===== src/rtl/pov_pkg.sv =====
// rtl/pov_pkg.sv - shared types and defaults for the POV column scheduler
package pov_pkg;

  localparam int COL_W_DEF    = 4;
  localparam int NUM_COLS_DEF = 16;

  typedef enum logic [1:0] {
    IDLE = 2'd0,
    ARM  = 2'd1,
    WAIT = 2'd2,
    DONE = 2'd3
  } state_t;

endpackage


===== src/rtl/pov_sync_edge.sv =====
// rtl/pov_sync_edge.sv - 2-flop synchronizer with rising-edge detect for async sensor levels
module pov_sync_edge (
  input  logic clk,
  input  logic rst,
  input  logic din,
  output logic rise
);

  logic q1, q2, q3;

  always_ff @(posedge clk or posedge rst) begin
    if (rst) begin
      q1 <= 1'b0;
      q2 <= 1'b0;
      q3 <= 1'b0;
    end else begin
      q1 <= din;
      q2 <= q1;
      q3 <= q2;
    end
  end

  assign rise = q2 & ~q3;

endmodule


===== src/rtl/pov_column_sched.sv =====
// rtl/pov_column_sched.sv - POV column scheduler, initiator of the start/done handshake
// Optional WAIT watchdog enabled by defining POV_WATCHDOG_EN.
module pov_column_sched
  import pov_pkg::*;
#(
  parameter int NUM_COLS = NUM_COLS_DEF,
  parameter int COL_W    = COL_W_DEF,
  parameter int WD_LIMIT = 64
) (
  input  logic             clk,
  input  logic             rst,
  input  logic             sync_in,
  input  logic             done_in,
  output logic             start_out,
  output logic [COL_W-1:0] col_idx,
  output logic             col_valid,
  output logic             busy,
  output logic             frame_done,
  output logic [7:0]       resync_cnt,
  output logic             timeout_err
);

  localparam logic [COL_W-1:0] LAST_COL = COL_W'(NUM_COLS - 1);

  state_t           state, state_n;
  logic [COL_W-1:0] col_n;
  logic             sync_rise;
  logic             resync;
  logic             wd_fire;
  logic             wd_abort;

  pov_sync_edge u_sync (
    .clk  (clk),
    .rst  (rst),
    .din  (sync_in),
    .rise (sync_rise)
  );

`ifdef POV_WATCHDOG_EN
  localparam int WD_W = $clog2(WD_LIMIT + 1);
  logic [WD_W-1:0] wd_cnt;

  // Held at zero outside WAIT, so every WAIT entry starts a fresh count.
  always_ff @(posedge clk or posedge rst) begin
    if (rst)                wd_cnt <= '0;
    else if (state != WAIT) wd_cnt <= '0;
    else                    wd_cnt <= wd_cnt + 1'b1;
  end

  assign wd_fire = (state == WAIT) && (wd_cnt == WD_W'(WD_LIMIT - 1));

  always_ff @(posedge clk or posedge rst) begin
    if (rst)           timeout_err <= 1'b0;
    else if (wd_abort) timeout_err <= 1'b1;
  end
`else
  assign wd_fire     = 1'b0;
  assign timeout_err = 1'b0;
`endif

  always_comb begin
    state_n  = state;
    col_n    = col_idx;
    resync   = 1'b0;
    wd_abort = 1'b0;
    // A mid-frame index pulse restarts the frame and outranks done_in.
    if (sync_rise && state != IDLE) begin
      resync  = 1'b1;
      col_n   = '0;
      state_n = ARM;
    end else begin
      case (state)
        IDLE: begin
          if (sync_rise) begin
            col_n   = '0;
            state_n = ARM;
          end
        end
        ARM: state_n = WAIT;
        WAIT: begin
          if (done_in) begin
            if (col_idx == LAST_COL) begin
              state_n = DONE;
            end else begin
              col_n   = col_idx + 1'b1;
              state_n = ARM;
            end
          end else if (wd_fire) begin
            wd_abort = 1'b1;
            state_n  = IDLE;
          end
        end
        DONE:    state_n = IDLE;
        default: state_n = IDLE;
      endcase
    end
  end

  always_ff @(posedge clk or posedge rst) begin
    if (rst) begin
      state      <= IDLE;
      col_idx    <= '0;
      resync_cnt <= '0;
    end else begin
      state   <= state_n;
      col_idx <= col_n;
      if (resync && resync_cnt != 8'hFF) resync_cnt <= resync_cnt + 1'b1;
    end
  end

  assign start_out  = (state == ARM);
  assign busy       = (state != IDLE);
  assign col_valid  = (state == ARM) || (state == WAIT);
  assign frame_done = (state == DONE);

endmodule


===== config.mk =====
export PLATFORM = sky130hd
export DESIGN_NAME = pov_column_sched
export DESIGN_NICKNAME = d
export VERILOG_FILES = /design/src/rtl/pov_pkg.sv /design/src/rtl/pov_sync_edge.sv /design/src/rtl/pov_column_sched.sv
export SDC_FILE = /design/constraint.sdc
export NUM_CORES = 1
export LEC_CHECK = 0
export CORE_MARGIN = 1
export CORE_UTILIZATION = 40
export CTS_CLUSTER_DIAMETER = 120
export DETAILED_ROUTE_END_ITERATION = 12
export PLACE_DENSITY = 0.65
export SLEW_MARGIN = 0
export SYNTH_ARGS = -nofsm -noshare
export SYNTH_HDL_FRONTEND = slang
export SYNTH_SLANG_ARGS = --single-unit

===== constraint.sdc =====
create_clock -name clk -period 2.4 [get_ports clk]
set_input_delay 0.72 -clock clk [delete_from_list [all_inputs] [get_ports clk]]
set_output_delay 0.72 -clock clk [all_outputs]
set_load 0.03 [all_outputs]

After elaboration in Yosys (flattened, before gate mapping)
Index checks and enable logic that the tools add are counted.
- output and inout bits: 17
- bits in registers: 17
- logic and storage cells: 37
- equality and inequality tests: 8
- reduce and logical (&&, ||, !) cells: 8
- bitwise gates (word level): 2
- muxes and demuxes: 11
- add/subtract/negate cells: 2
- operators by type and width (operator ; number):
    $mux W4 ; 4
    $ne A3 B3 Y1 const B ; 3
    $add A8 B1 Y8 const B ; 1
    $mux W2 ; 4
    $ne A8 B8 Y1 const B ; 1
    $pmux W2 S4 ; 1
    $pmux W4 S2 ; 1
    $add A4 B1 Y4 const B ; 1
    $eq A2 B2 Y1 const B ; 2
    $eq A4 B4 Y1 const B ; 1
    $reduce_and A4 Y1 ; 1
    $reduce_bool A3 Y1 ; 1
    $eq A2 B1 Y1 const B ; 1
    $logic_and A1 B1 Y1 ; 2
    $logic_not A2 Y1 ; 1
    $reduce_and A2 Y1 ; 1
    $reduce_bool A2 Y1 ; 1
    $and A1 B1 Y1 ; 1
    $logic_or A1 B1 Y1 ; 1
    $mux W1 ; 1
    $not A1 Y1 ; 1

Depth between registers and ports, before layout
Gate-level depths: netlist of the first run.
- depth after elaboration: 5
- gate-level depth with buffers: 6
- mapped depth without buffers: 6

By module
A second synthesis of the first run with hierarchy kept.
- cells, all modules: 91
- area total of the unflattened synthesis: 949.7 µm²
- modules (own cells, without submodules) (module ; cells each ; area each (µm²) ; times used):
    pov_column_sched ; 86 ; 857.1 ; 1
    pov_sync_edge ; 5 ; 92.6 ; 1

Worst setup path before layout of the first run
Ideal clock, no wire load.
- path type: register to output
- from: reg state[0]
- to: out busy
- data required time: 1.680 ns
- setup slack: 0.594 ns
- arrival time: 1.086 ns
- cell stages (with the launch flop): 4
- cell sequence: dfrtp_1 -> inv_1 -> ha_1 -> inv_1
- longest elaborated chain between the ends: 1
- RTL lines (item ; line ; text):
    start, declared ; pov_column_sched.sv:25 ; state_t state, state_n;
    start signal, assigned ; pov_column_sched.sv:105 ; state <= state_n;
    $reduce_bool A2 Y1 ; pov_column_sched.sv:112 ; assign busy = (state != IDLE);
    end, declared ; pov_column_sched.sv:17 ; output logic busy,
No other way between the ends.

Final worst setup path of the first run
- from: reg state[0]
- to: out frame_done
- longest elaborated chain between the ends: 1
- RTL lines (item ; line ; text):
    $eq A2 B2 Y1 ; pov_column_sched.sv:114 ; assign frame_done = (state == DONE);
    end, declared ; pov_column_sched.sv:18 ; output logic frame_done,
No other way between the ends.

==> summary.md, run 1 <==
| Metric | Value |
|---|---|
| Filler Cells Inserted | 197 |
| Clock Tree Buf Depth | 2 |
| Largest clock skew in the final design | 5.40 ps |
| Warnings, synthesis | 0 |
| Clock tree from TritonCTS | done |
| Detailed placement HPWL | 1.38 mm |
| Top post-synthesis cells by count | 17 x sky130_fd_sc_hd__dfrtp_1, 7 x sky130_fd_sc_hd__ha_1, 7 x sky130_fd_sc_hd__inv_1 |
| Fraction of final layout cells sized beyond drive strength 1 | 0.140 |
| Cell area after technology mapping | 988 sq um |
| EDFF count, synth | 0 |
| Vias in the first global route | 732 |
| Reg2reg end | col_idx[3] |
| Ys flop type | sky130_fd_sc_hd__dfrtp_1 |
| Largest cells by area after synthesis | sky130_fd_sc_hd__dfrtp_1 43%, sky130_fd_sc_hd__ha_1 8.9%, sky130_fd_sc_hd__xor2_1 5.3%, sky130_fd_sc_hd__nor3_2 3.0%, sky130_fd_sc_hd__inv_1 2.7% |
| Critical path capture point type | output port |
| Total of buffers placed on input and output ports | 19 |
| Reg-to-reg critical path startpoint | state[1] |
| Later-pin clock latency in the skew report | 290 ps |
| Logic depth of the worst register-to-register path | 7 |
| Vias per cell | 5.39 |
| Number of vias after detailed routing | 766 |
| Grt total ovfl | 0 |
| Number of nets in the layout | 126 |
| Detailed Routing Iterations Pass 1 | 5 |
| Antenna violations before repair | 0 |
| Number of primary I/O pins | 21 |
| Max-slew violations | 0 |
| DIE WIDTH | 51.7 microns |
| Final Hold Vio Count | 0 |
| Minimum setup slack among reg-to-reg paths | 540 ps |
| Antenna Nets Post-Route | 0 |
| Clock Tree Root | sky130_fd_sc_hd__clkbuf_4 |
| Count of H-tree levels built during CTS | 1 |
| Unique masters post-synth | 37 |
| Util after Layout | 0.548 |
| Clock transition time at the flip-flop clock pins of the worst setup and hold paths | 90 ps |
| Peak supply drop | 0.831 mV |
| First-pass GRT wire length | 3.19 mm |
| Async set-reset flop share out of synthesis | 1.00 |
| CP startpoint | state[0] |
| TritonCTS Buffers | 3 |
| Buffers inserted by post-CTS timing repair | 0 |
| Aggregate negative setup slack | 0 ps |
| Largest fanout of any net on the critical path | 6 |
| Count of state elements after synthesis | 17 |
| Net count after synthesis | 101 |
| Std-Cell Core Area | 2280 sq um |
| Worst EP arrival | 1600 ps |
| Slew at the pin closest to its max-slew limit | 636 ps |
| Maximum number of pins on one net before global-route repair | 18 |
| CP Class | reg -> out |
| Layout overhead on the synthesized area | 26.1% |
| Final setup violation count | 0 |
| Height of the die | 51.7 microns |
| Number of DRC violations after detailed routing | 0 |
| Critical path launch point type | flip-flop |
| Most instantiated library cell after synthesis | sky130_fd_sc_hd__dfrtp_1 |
| CP Data Required Time | 1680 ps |
| Initial standard-cell utilization of the core | 0.434 |
| Critical Path Sink | frame_done |
| Standby leakage power | 0.558 nW |
| Final GP Congestion | 0.798 |
| Achievable Freq | 430 MHz |
| Area fraction of the dominant cell type after synthesis | 0.430 |
| Row count | 17 |
| Inserted Diodes | 0 |
| Mean instance size in the synthesized netlist | 11.0 sq um |
| Min Tclk post-route | 2320 ps |
| Leading area contributor after synthesis | sky130_fd_sc_hd__dfrtp_1 |
| Min-delay worst type | reg -> reg |
| Area enclosed by the die boundary | 2670 sq um |
| Aggregate global-route resource usage | 0.159 |
| Cell area power density | 1120 nW/um^2 |
| Run status | complete, no violations |
| Portion of the post-synthesis area used by sequential elements | 0.430 |
| Relative slew slack | 0.575 |
| Number of clock sinks | 17 |
| Wire length reported by the detailed router | 1.90 mm |
| Instance count of the mapped netlist | 90 |
| Initial DRC count | 16 |
| Part of the cycle the worst path needs | 0.968 |
| Setup repair after global routing missed its margin | false |
| Final routed wire length divided by cell count | 13.4 microns |
| Max-cap violations | 0 |
-- layout make-up --
| cell class | count | area (sq um) | area share |
|---|---|---|---|
| well taps | 28 | 35.0 | 0.0281 |
| inverters | 7 | 26.3 | 0.0211 |
| multi-input cells | 64 | 524 | 0.421 |
| clock buffers | 4 | 26.3 | 0.0211 |
| repair buffers | 22 | 209 | 0.168 |
| flip-flops and latches | 17 | 425 | 0.341 |
-- repair_timing --
action | CTS | global route
resized for setup | 3 | 0
hold buffers | 0 | 0
setup endpoints to repair | 3 | 0
-- critical path, stage by stage (launching register included) --
cell and delay (ps):
sky130_fd_sc_hd__dfrtp_1 380, sky130_fd_sc_hd__buf_4 160, sky130_fd_sc_hd__ha_1 200, sky130_fd_sc_hd__clkdlybuf4s50_1 590
-- state kept, by name (all words and copies together), names as in the netlist --
signal,flops
col_idx,4
resync_cnt,8
state,2
u_sync.q1,1
u_sync.q2,1
u_sync.q3,1
-- layout by cell type (no fill, tap or decap), drive strengths merged, types with 4 or more instances in the layout --
master,instances
dfrtp,17
clkdlybuf4s50,16
ha,7
nor2,5
nand3,5
nand4,4
inv,7
xor2,6
clkbuf,4
-- how the worst min path moves through the flow --
| stage | from | to | slack (ps) | cells after the start |
|---|---|---|---|---|
| floorplan | u_sync.q1 | u_sync.q2 | 330 | 0 |
| global placement | u_sync.q1 | u_sync.q2 | 330 | 0 |
| finish | u_sync.q1 | u_sync.q2 | 350 | 0 |
| CTS | u_sync.q1 | u_sync.q2 | 360 | 0 |
| global route | u_sync.q1 | u_sync.q2 | 370 | 0 |
| detailed placement | u_sync.q1 | u_sync.q2 | 340 | 0 |
-- through the flow --
step / std cells / power (mW) / cell area, sq um / setup WS [ps] / hold WS [ps]
after global placement: 138 / 1.26 / 1220 / 197 / 333
after CTS: 142 / 1.41 / 1250 / 64.8 / 358
after global routing: 142 / 1.50 / 1250 / 25.4 / 371
after floorplan: 90 / 0.988 / 988 / 594 / 331
after detailed placement: 138 / 1.28 / 1220 / 149 / 336
final: 142 / 1.39 / 1250 / 76.1 / 353
-- power by group --
group          switching (mW)  leakage (nW)  internal, mW
sequential             0.0961         0.217         0.360
clock                  0.0838        0.0150        0.0646
combinational           0.474         0.325         0.312
-- cells by family after synthesis --
group / after synthesis / share of synthesized area
DFF: 17 / 0.430
AOI/OAI and AO/OA: 17 / 0.149
xor gates and xnor gates: 7 / 0.0620
other: 1 / 0.00379
buffers and inverters: 9 / 0.0392
muxes: 2 / 0.0215
adders and majority gates: 7 / 0.0886
and+or+nand+nor: 30 / 0.205
-- routing by layer --
metal,track usage,part of all wire
met4,0.0541,0.011
met2,0.268,0.48
met1,0.203,0.44
met3,0.0292,0.064
met5,0,0
Power figures use the tool's default switching activity.
==> run 2, diff against run 1 <==
--- a/config.mk
+++ b/config.mk
@@ -10,6 +10,7 @@
 export CTS_CLUSTER_DIAMETER = 120
 export DETAILED_ROUTE_END_ITERATION = 12
 export PLACE_DENSITY = 0.65
+export SETUP_SLACK_MARGIN = 0.4
 export SLEW_MARGIN = 0
 export SYNTH_ARGS = -nofsm -noshare
 export SYNTH_HDL_FRONTEND = slang
==> summary.md, run 2 (synthesis gave the netlist of run 1 again) <==
| Metric | Value |
|---|---|
| Run status | complete, no violations (unchanged) |
| Delay contributed by the slowest stage of the critical path | 360 ps (was 590 ps) |
| Clock network power share | 0.108 (was 0.107) |
| Number of DRC violations after detailed routing | 0 (unchanged) |
| Inserted Diodes | 0 (unchanged) |
| Count of H-tree levels built during CTS | 1 (unchanged) |
| Number of flip-flops in the largest register | 8 (unchanged) |
| Largest fanout of any net on the critical path | 5 (was 6) |
| Area of all placed cells without fillers | 1240 sq um (was 1250 sq um) |
| Critical path launch point type | flip-flop (unchanged) |
| Detailed placement HPWL | 1.38 mm (unchanged) |
| Min Tclk post-route | 1960 ps (was 2320 ps) |
| Post-CTS Hold Buffers | 0 (unchanged) |
| Clock Tree Root | sky130_fd_sc_hd__clkbuf_4 (unchanged) |
| Layer with the highest usage after global routing | met2 (unchanged) |
| Initial standard-cell utilization of the core | 0.434 (unchanged) |
| Maximum number of pins on one net before global-route repair | 18 (unchanged) |
| Later-pin clock latency in the skew report | 280 ps (was 290 ps) |
| Antenna Nets Post-Route | 0 (unchanged) |
| Smallest setup slack after layout | 442 ps (was 76.1 ps) |
| Global-route met1 utilization | 0.192 (was 0.203) |
| Met3 Usage GRT | 0.0205 (was 0.0292) |
| Minimum setup slack among reg-to-reg paths | 490 ps (was 540 ps) |
| Wire length reported by the detailed router | 1.94 mm (was 1.90 mm) |
| Worst EP arrival | 1240 ps (was 1600 ps) |
| Clock Tree Buf Depth | 2 (unchanged) |
| Final Hold Vio Count | 0 (unchanged) |
| Cell area power density | 1100 nW/um^2 (was 1120 nW/um^2) |
| Setup repair after global routing missed its margin | true (was false) |
| Min-delay worst type | reg -> reg (unchanged) |
| Height of the die | 51.7 microns (unchanged) |
| Critical path capture point type | output port (unchanged) |
| Internal Pwr Total | 0.704 mW (was 0.736 mW) |
| Worst-case setup slack after placement | 149 ps (unchanged) |
| Largest delay contributor family on the critical path | buffers and inverters (unchanged) |
| Achievable Freq | 511 MHz (was 430 MHz) |
| Top flop regs | resync_cnt: 8 flops, col_idx: 4 flops, state: 2 flops (unchanged) |
| Proportion of total power due to net switching | 0.483 (was 0.471) |
| Max-slew violations | 0 (unchanged) |
| Std-Cell Core Area | 2280 sq um (unchanged) |
| Part of the cycle the worst path needs | 0.816 (was 0.968) |
| Number of vias after detailed routing | 786 (was 766) |
| Reg area | 425 sq um (unchanged) |
| Reg-to-reg critical path startpoint | state[1] (unchanged) |
| Cell area after placement | 1220 sq um (unchanged) |
| Detailed Routing Iterations Pass 1 | 4 (was 5) |
| Row count | 17 (unchanged) |
| Total of buffers placed on input and output ports | 19 (unchanged) |
| Worst path depth | 4 (was 3) |
| Vias in the first global route | 745 (was 732) |
| Area enclosed by the die boundary | 2670 sq um (unchanged) |
| Number of nets in the layout | 129 (was 126) |
| CP Data Required Time | 1680 ps (about the same) |
| Antenna violations before repair | 0 (unchanged) |
| Aggregate negative setup slack | 0 ps (unchanged) |
| DIE WIDTH | 51.7 microns (unchanged) |
| Largest clock skew in the final design | 5.24 ps (was 5.40 ps) |
| CP startpoint | state[0] (unchanged) |
| Grt total ovfl | 0 (unchanged) |
| Aggregate global-route resource usage | 0.162 (was 0.159) |
| Largest reg by FF count | resync_cnt (unchanged) |
| Final routed wire length divided by cell count | 13.3 microns (was 13.4 microns) |
| Clock tree from TritonCTS | done (unchanged) |
| Hold Startpoint | u_sync.q1 (unchanged) |
| Max-cap violations | 0 (unchanged) |
| Logic depth of the worst register-to-register path | 7 (unchanged) |
| Layout overhead on the synthesized area | 25.2% (was 26.1%) |
| Met2 track demand over resource in global routing | 0.299 (was 0.268) |
| Buffer and inverter count on the worst path | 3 (was 2) |
| Vias per cell | 5.42 (was 5.39) |
| Final setup violation count | 0 (unchanged) |
| Switching power total | 0.658 mW (was 0.654 mW) |
| Fraction of final layout cells sized beyond drive strength 1 | 0.205 (was 0.140) |
| Area of the multi-input gates | 524 sq um (unchanged) |
| Standby leakage power | 0.613 nW (was 0.558 nW) |
| Relative slew slack | 0.576 (was 0.575) |
| Slew at the pin closest to its max-slew limit | 636 ps (about the same) |
| Crit path max-delay cell type | sky130_fd_sc_hd__dfrtp_1 (was sky130_fd_sc_hd__clkdlybuf4s50_1) |
| First-pass GRT wire length | 3.22 mm (was 3.19 mm) |
| Number of cells on the worst hold path | 0 (unchanged) |
| Filler Cells Inserted | 206 (was 197) |
| Most common cell after layout, fill and taps aside | sky130_fd_sc_hd__dfrtp_1 (unchanged) |
| CP Class | reg -> out (unchanged) |
| Peak supply drop | 0.799 mV (was 0.831 mV) |
| Reg2reg end | col_idx[1] (was col_idx[3]) |
| Final-layout worst hold slack | 353 ps (about the same) |
| Power share of the sequential group | 0.326 (was 0.328) |
| TritonCTS Buffers | 3 (unchanged) |
| Clock transition time at the flip-flop clock pins of the worst setup and hold paths | 90 ps (about the same) |
| Most frequent cells in the layout | 17 x sky130_fd_sc_hd__dfrtp_1, 12 x sky130_fd_sc_hd__dlygate4sd2_1, 7 x sky130_fd_sc_hd__ha_1 (was 17 x sky130_fd_sc_hd__dfrtp_1, 16 x sky130_fd_sc_hd__clkdlybuf4s50_1, 7 x sky130_fd_sc_hd__inv_1, 7 x sky130_fd_sc_hd__ha_1, 6 x sky130_fd_sc_hd__xor2_1) |
| Gate power share | 0.566 (about the same) |
| Number of clock sinks | 17 (unchanged) |
| Initial DRC count | 12 (was 16) |
| Final GP Congestion | 0.798 (unchanged) |
| Number of primary I/O pins | 21 (unchanged) |
| Worst hold path endpoint | u_sync.q2 (unchanged) |
| Cell-by-cell listing of the critical path | inv_2 -> ha_1 -> inv_1 -> buf_2 (was buf_4 -> ha_1 -> clkdlybuf4s50_1) |
-- run 2: changes by cell type in the layout (fill, tap and decap cells not counted) --
cell and change:
sky130_fd_sc_hd__inv_1 -1, sky130_fd_sc_hd__inv_2 +1, sky130_fd_sc_hd__buf_4 +3, sky130_fd_sc_hd__clkdlybuf4s50_1 -13, sky130_fd_sc_hd__buf_2 +4, sky130_fd_sc_hd__dlygate4sd2_1 +9
-- run 2: cell type report --
type	count	area share
clock buffer	4	0.0212
sequential	17	0.344
multi-input combinational	64	0.424
timing repair buffer	25	0.162
inverter	7	0.0212
tap	28	0.0283
-- run 2: how the worst max path moves through the flow --
stage / endpoint / slack [ps]
after floorplan: busy / 590
after global placement: busy / 200
after detailed placement: busy / 150
after CTS: busy / 340
after global routing: busy / 390
final: busy / 440
-- run 2: repair_timing --
action,4_1_cts,5_1_grt
setup endpoints to repair,16,2
buffers inserted,2,1
pin swaps,0,1
gates resized for setup,31,2
-- run 2: worst register-to-register path, delay by kind of cell, from the launching register on --
| kind | cells | cell delay [ps] |
|---|---|---|
| buffers and inverters | 2 | 270 |
| adders and majority gates | 1 | 280 |
| AOI/OAI and AO/OA | 1 | 320 |
| DFF | 1 | 380 |
| and+or+nand+nor | 3 | 550 |
-- run 2: metal layers --
layer | vias to the layer above | wire length (microns)
met1 | 367 | 816
met5 | - | 0
li1 | 376 | -
met3 | 3 | 136
met4 | 0 | 21
met2 | 40 | 960
-- run 2: power by group through the flow --
stage,Combinational (mW),Sequential (mW),Clock (mW)
2_1_floorplan,0.430,0.558,0
3_3_place_gp,0.804,0.455,0
3_5_place_dp,0.818,0.459,0
4_1_cts,0.782,0.445,0.157
5_1_grt,0.847,0.455,0.167
6_report,0.771,0.444,0.147
-- run 2: per-stage QoR --
step	power, mW	utilization	cells
floorplan	0.988	-	90
global placement	1.26	0.538	138
detailed placement	1.28	0.538	138
CTS	1.38	0.543	144
global route	1.47	0.544	145
finish	1.36	0.544	145
==> run 3, diff against run 2 <==
==> constraint.sdc (replaced) <==
create_clock -name clk -period 2.1 [get_ports clk]
set_input_delay 0.63 -clock clk [delete_from_list [all_inputs] [get_ports clk]]
set_output_delay 0.63 -clock clk [all_outputs]
set_load 0.03 [all_outputs]
==> summary.md, run 3 (synthesis gave the netlist of run 1 again) <==
| Metric | Value |
|---|---|
| Run status | complete, no violations (unchanged) |
| DIE WIDTH | 51.7 microns (unchanged) |
| Critical path capture point type | output port (unchanged) |
| Std-Cell Core Area | 2280 sq um (unchanged) |
| Aggregate global-route resource usage | 0.189 (was 0.162) |
| Power share of the sequential group | 0.282 (was 0.326) |
| Fraction of final layout cells sized beyond drive strength 1 | 0.456 (was 0.205) |
| Number of cells on the worst hold path | 0 (unchanged) |
| Crit path max-delay cell type | sky130_fd_sc_hd__dfrtp_2 (was sky130_fd_sc_hd__dfrtp_1) |
| Clock network power share | 0.090 (was 0.108) |
| Number of primary I/O pins | 21 (unchanged) |
| Final GP Congestion | 0.743 (was 0.798) |
| Max-slew violations | 0 (unchanged) |
| Proportion of total power due to net switching | 0.458 (was 0.483) |
| Number of nets in the layout | 137 (was 129) |
| Delay contributed by the slowest stage of the critical path | 460 ps (was 360 ps) |
| Height of the die | 51.7 microns (unchanged) |
| Standby leakage power | 0.631 nW (was 0.613 nW) |
| Gate power share | 0.628 (was 0.566) |
| Antenna Nets Post-Route | 0 (unchanged) |
| CP Data Required Time | 1470 ps (was 1680 ps) |
| Filler Cells Inserted | 197 (was 206) |
| Max-cap violations | 0 (unchanged) |
| Cell area after placement | 1220 sq um (about the same) |
| Wire length reported by the detailed router | 2.23 mm (was 1.94 mm) |
| Min Tclk post-route | 1780 ps |
| Detailed Routing Iterations Pass 1 | 4 (unchanged) |
| Achievable Freq | 560 MHz |
| Clock Tree Buf Depth | 2 (unchanged) |
| Worst-case setup slack after placement | 41.2 ps (was 149 ps) |
| Final Hold Vio Count | 0 (unchanged) |
| Later-pin clock latency in the skew report | 280 ps (about the same) |
| Top flop regs | resync_cnt: 8 flops, col_idx: 4 flops, state: 2 flops (unchanged) |
| Largest clock skew in the final design | 1.93 ps (was 5.24 ps) |
| CP Class | reg -> out (unchanged) |
| Number of DRC violations after detailed routing | 0 (unchanged) |
| Critical path launch point type | flip-flop (unchanged) |
| Number of vias after detailed routing | 824 (was 786) |
| Cell area power density | 1340 nW/um^2 (was 1100 nW/um^2) |
| Logic depth of the worst register-to-register path | 7 (unchanged) |
| Cell-by-cell listing of the critical path | inv_4 -> ha_4 -> buf_6 (was inv_2 -> ha_1 -> inv_1 -> buf_2) |
| Aggregate negative setup slack | 0 ps (unchanged) |
| Layout overhead on the synthesized area | 39.9% (was 25.2%) |
| Grt total ovfl | 0 (unchanged) |
| Number of clock sinks | 17 (unchanged) |
| Min-delay worst type | reg -> reg (unchanged) |
| Peak supply drop | 1.03 mV (was 0.799 mV) |
| Final-layout worst hold slack | 357 ps (was 353 ps) |
| Initial standard-cell utilization of the core | 0.434 (unchanged) |
| Final routed wire length divided by cell count | 14.6 microns (was 13.3 microns) |
| Maximum number of pins on one net before global-route repair | 18 (unchanged) |
| Row count | 17 (unchanged) |
| Worst EP arrival | 1150 ps (was 1240 ps) |
| Vias in the first global route | 815 (was 745) |
| TritonCTS Buffers | 3 (unchanged) |
| Internal Pwr Total | 1.00 mW (was 0.704 mW) |
| Vias per cell | 5.39 (was 5.42) |
| Smallest setup slack after layout | 315 ps (was 442 ps) |
| Count of H-tree levels built during CTS | 1 (unchanged) |
| Clock tree from TritonCTS | done (unchanged) |
| Area enclosed by the die boundary | 2670 sq um (unchanged) |
| Most common cell after layout, fill and taps aside | sky130_fd_sc_hd__dfrtp_1 (unchanged) |
| Setup repair after global routing missed its margin | true (unchanged) |
| Switching power total | 0.847 mW (was 0.658 mW) |
| Part of the cycle the worst path needs | 0.850 |
| First-pass GRT wire length | 3.70 mm (was 3.22 mm) |
| Area of all placed cells without fillers | 1380 sq um (was 1240 sq um) |
| Total of buffers placed on input and output ports | 19 (unchanged) |
| Inserted Diodes | 0 (unchanged) |
| Detailed placement HPWL | 1.41 mm (was 1.38 mm) |
| Largest reg by FF count | resync_cnt (unchanged) |
| Util after Layout | 0.607 (was 0.544) |
| Post-CTS Hold Buffers | 0 (unchanged) |
| Final setup violation count | 0 (unchanged) |
| Number of flip-flops in the largest register | 8 (unchanged) |
| Clock Tree Root | sky130_fd_sc_hd__clkbuf_4 (unchanged) |
| Initial DRC count | 22 (was 12) |
| Antenna violations before repair | 0 (unchanged) |
| Largest fanout of any net on the critical path | 4 (was 5) |
| Most frequent cells in the layout | 14 x sky130_fd_sc_hd__dfrtp_1, 13 x sky130_fd_sc_hd__buf_4, 6 x sky130_fd_sc_hd__xor2_1, 6 x sky130_fd_sc_hd__clkdlybuf4s15_2 (was 17 x sky130_fd_sc_hd__dfrtp_1, 12 x sky130_fd_sc_hd__dlygate4sd2_1, 7 x sky130_fd_sc_hd__ha_1) |
| Clock transition time at the flip-flop clock pins of the worst setup and hold paths | 90 ps (about the same) |
==> run 3: cell types whose count changed in the layout (fill, tap and decap cells not counted), sizes merged <==
| cell | previous run | this run |
|---|---|---|
| dlygate4sd2 | 12 | 0 |
| clkdlybuf4s15 | 0 | 6 |
| buf | 10 | 23 |
| clkbuf | 4 | 5 |
==> run 3: worst max-delay path: cells and delay by family (launching register included) <==
kind       cells  cell delay (ps)
flops          1              460
buf+inv        2              220
fa+ha+maj      1              190
==> run 3: power groups by stage <==
stage / sequential, mW / combinational (mW) / clock [mW]
floorplan: 0.638 / 0.503 / 0
global placement: 0.531 / 0.897 / 0
detailed placement: 0.530 / 0.911 / 0
CTS: 0.523 / 1.08 / 0.178
global route: 0.535 / 1.25 / 0.192
finish: 0.522 / 1.16 / 0.166
==> run 3: layout make-up <==
cell class	instances	area, sq um	area share
Timing Repair Buffer	33	282	0.204
Tap cell	28	35.0	0.0253
Multi-Input combinational cell	64	579	0.419
Clock buffer	4	26.3	0.0190
Inverter	7	31.3	0.0226
Sequential cell	17	429	0.310
==> run 3: metrics by stage <==
stage	power, mW	instances
6_report	1.85	153
3_3_place_gp	1.43	138
3_5_place_dp	1.44	138
5_1_grt	1.98	153
2_1_floorplan	1.14	90
4_1_cts	1.78	151
==> run 3: timing repair <==
action | CTS | global route
gates resized for setup | 58 | 23
cloned | 0 | 0
pin swaps | 2 | 4
endpoints found under the setup margin | 29 | 22
buffers inserted | 9 | 2
==> run 3: path summary, 6_finish.rpt <==
path                            from            end  slack, ps
setup / recovery            state[0]      col_valid        320
hold / removal             u_sync.q1      u_sync.q2        360
setup reg to reg            state[0]     col_idx[3]        380
hold reg to reg            u_sync.q1      u_sync.q2        360
max in group asynchronous        rst       state[0]       1250
min in group asynchronous        rst  resync_cnt[2]        650
==> run 3: routing by layer <==
layer / global-route usage / wire, microns
met1: 0.237 / 1010
met4: 0.0946 / 16
met2: 0.312 / 1110
met5: 0 / 0
met3: 0.0292 / 98
==> RTL edit, RTL diff (config.mk and constraints of run 1) <==
Re-encode `state_t` (4 states) as one-hot, 4 bits wide.
--- a/src/rtl/pov_pkg.sv
+++ b/src/rtl/pov_pkg.sv
@@ -4,11 +4,11 @@
   localparam int COL_W_DEF    = 4;
   localparam int NUM_COLS_DEF = 16;
 
-  typedef enum logic [1:0] {
-    IDLE = 2'd0,
-    ARM  = 2'd1,
-    WAIT = 2'd2,
-    DONE = 2'd3
+  typedef enum logic [3:0] {
+    IDLE = 4'b0001,
+    ARM  = 4'b0010,
+    WAIT = 4'b0100,
+    DONE = 4'b1000
   } state_t;
 
 endpackage
Formal check against the unedited RTL: no difference found for any inputs over 10 cycles, from zero or initial values and one cycle with rst high; not proved beyond that.
==> RTL edit against run 1 <==
Critical path type unchanged. Global-route usage increased by 0.52 points. Synthesized cell count decreased by 6.7%. Critical path depth is 1 higher. Fmax rose by 1.6%. Worst setup slack gained 0.037 ns. Cell count is 3.5% lower. Routed wire length fell by 6.5%. Final area is 4.6% lower. Area after synthesis fell by 5.9%. Non-clock buffer count is 1 higher. Utilization shrank 0.50 points. Highest routed layer unchanged. Sequential cell count grew 2.
Power is not compared: it rests on default switching activity, and its combinational part moved more than twofold at a synthesized area within 25%.
==> RTL edit: results (changes against run 1) <==
| Metric | Value |
|---|---|
| Top cells by count, synth | dfrtp_1 (18), nand3_1 (9), nor2_1 (6) (was dfrtp_1 (17), ha_1 (7), inv_1 (7)) |
| Synth cell types | 33 (was 37) |
| GRT Residual Overflow | 0 (unchanged) |
| R2R cell count | 6 (was 7) |
| Source of the critical timing path | state[2]$_DFFE_PP0P_ (was state[0]$_DFFE_PP0P_) |
| Met3 wire len | 72 microns (was 121 microns) |
| Detail Placement HPWL | 1300 microns (was 1380 microns) |
| Synth area leaders | dfrtp_1 (48%), nand3_1 (4.8%), dfstp_2 (2.8%), xor2_1 (2.8%), ha_1 (2.7%) (was dfrtp_1 (43%), ha_1 (8.9%), xor2_1 (5.3%), nor3_2 (3.0%), inv_1 (2.7%)) |
| Routed wire length | 1780 microns (was 1900 microns) |
| Syn nets | 90 (was 101) |
| Ys Warns | 0 (unchanged) |
| Router iterations before antenna repair | 3 (was 5) |
| Total GRT Usage | 16.4% (was 15.9%) |
| Layout cells sized above 1 | 17.4% (was 14.0%) |
| Vias/cell | 5.20 (was 5.39) |
| Clk root buf | clkbuf_4 (unchanged) |
| First-pass GRT wire length | 3040 microns (was 3190 microns) |
| Fillers | 200 (was 197) |
| Reg-to-reg endpoint | resync_cnt[6]$_DFFE_PP0P_ (was col_idx[3]$_DFFE_PP0P_) |
| Final nets | 116 (was 126) |
| Vias in the first global route | 719 (was 732) |
| Status | finished clean (unchanged) |
| Dpl cell area | 1170 sq um (was 1220 sq um) |
| R2r setup slk | 0.81 ns (was 0.54 ns) |
| Top flop regs | resync_cnt x8, col_idx x4, state x4 (was resync_cnt x8, col_idx x4, state x2) |
| Port buffer count | 19 (unchanged) |
| Post-synthesis sequential area ratio | 51.3% (was 43.0%) |
| Clock buffer count from CTS | 3 (unchanged) |
| Pre-CTS setup slack | 0.107 ns (was 0.149 ns) |
| FFs w/ async S/R, synth | 100% (unchanged) |
| Metal2 WL | 851 microns (was 918 microns) |
| Largest net degree at the start of global routing | 20 (was 18) |
| Final Skew | 0.00305 ns (was 0.00540 ns) |
| CP Data Arrival Time | 1.57 ns (was 1.60 ns) |
| Routed length on met1 | 808 microns (was 841 microns) |
| Diode count | 0 (unchanged) |
| Worst skew pair latency | 0.30 ns |
| Top Layer Used | met4 (unchanged) |
| Min-Delay Startpoint | u_sync.q1$_DFF_PP0_ (unchanged) |
| H-tree depth | 1 (unchanged) |
| Number of DRC markers in iteration 0 | 3 (was 16) |
| Worst-path maximum fanout | 5 (was 6) |
| Hold Crit Endpoint | u_sync.q2$_DFF_PP0_ (unchanged) |
| Placer Congestion | 0.714 (was 0.798) |
| Final Hold Vio Count | 0 (unchanged) |
RTL edit: power breakdown:
group	switching [W]	total [W]	internal, W
combinational	0.000164	0.000303	0.000139
clock	0.0000925	0.000157	0.0000648
sequential	0.0000742	0.000441	0.000366
RTL edit: how the worst max path moves through the flow:
stage	endpoint	slack [ns]	cells after the start
2_1_floorplan	frame_done	0.17	1
3_3_place_gp	start_out	0.14	3
3_5_place_dp	start_out	0.11	3
4_1_cts	start_out	0.06	3
5_1_grt	busy	0.04	4
6_report	busy	0.11	4
RTL edit: routing by layer:
layer / vias to the layer above / GRT usage, %
li1: 351 / -
met1: 337 / 19.6
met2: 19 / 27.1
met3: 5 / 3.03
met4: 0 / 10.0
met5: - / 0
RTL edit: kinds of logic after synthesis:
group / after synthesis / share of synthesized area (%)
xor gates and xnor gates: 5 / 4.71
adders and majority gates: 2 / 2.69
and+or+nand+nor: 42 / 28.0
muxes: 3 / 4.04
AOI/OAI and AO/OA: 8 / 6.73
DFF: 19 / 51.3
buffers and inverters: 4 / 2.15
other: 1 / 0.403
RTL edit: area by class of cell:
| class | instances | area [sq um] | area share, % |
|---|---|---|---|
| clock buffers | 4 | 26.3 | 2.21 |
| inverters | 2 | 7.51 | 0.632 |
| multi-input cells | 61 | 433 | 36.4 |
| flip-flops and latches | 19 | 477 | 40.1 |
| well taps | 28 | 35.0 | 2.95 |
| repair buffers | 23 | 210 | 17.7 |
RTL edit: critical path, stage by stage (launching register included):
cell	delay, ns
dfrtp_1	0.42
buf_4	0.15
nor4b_4	0.24
inv_2	0.09
dlygate4sd2_1	0.36
RTL edit: timing repair:
action / 4_1_cts / 5_1_grt
resized for setup: 3 / 3
setup buffers: 0 / 0
setup endpoints to repair: 3 / 1
RTL edit: metrics by stage:
step	total power, W	util, %	hold WS (ns)	cells
CTS	0.000907	54.4	0.369	137
detailed placement	0.000752	53.4	0.346	133
floorplan	0.000620	-	0.331	84
global route	0.000960	54.3	0.375	137
finish	0.000901	54.3	0.365	137
global placement	0.000745	53.4	0.335	133
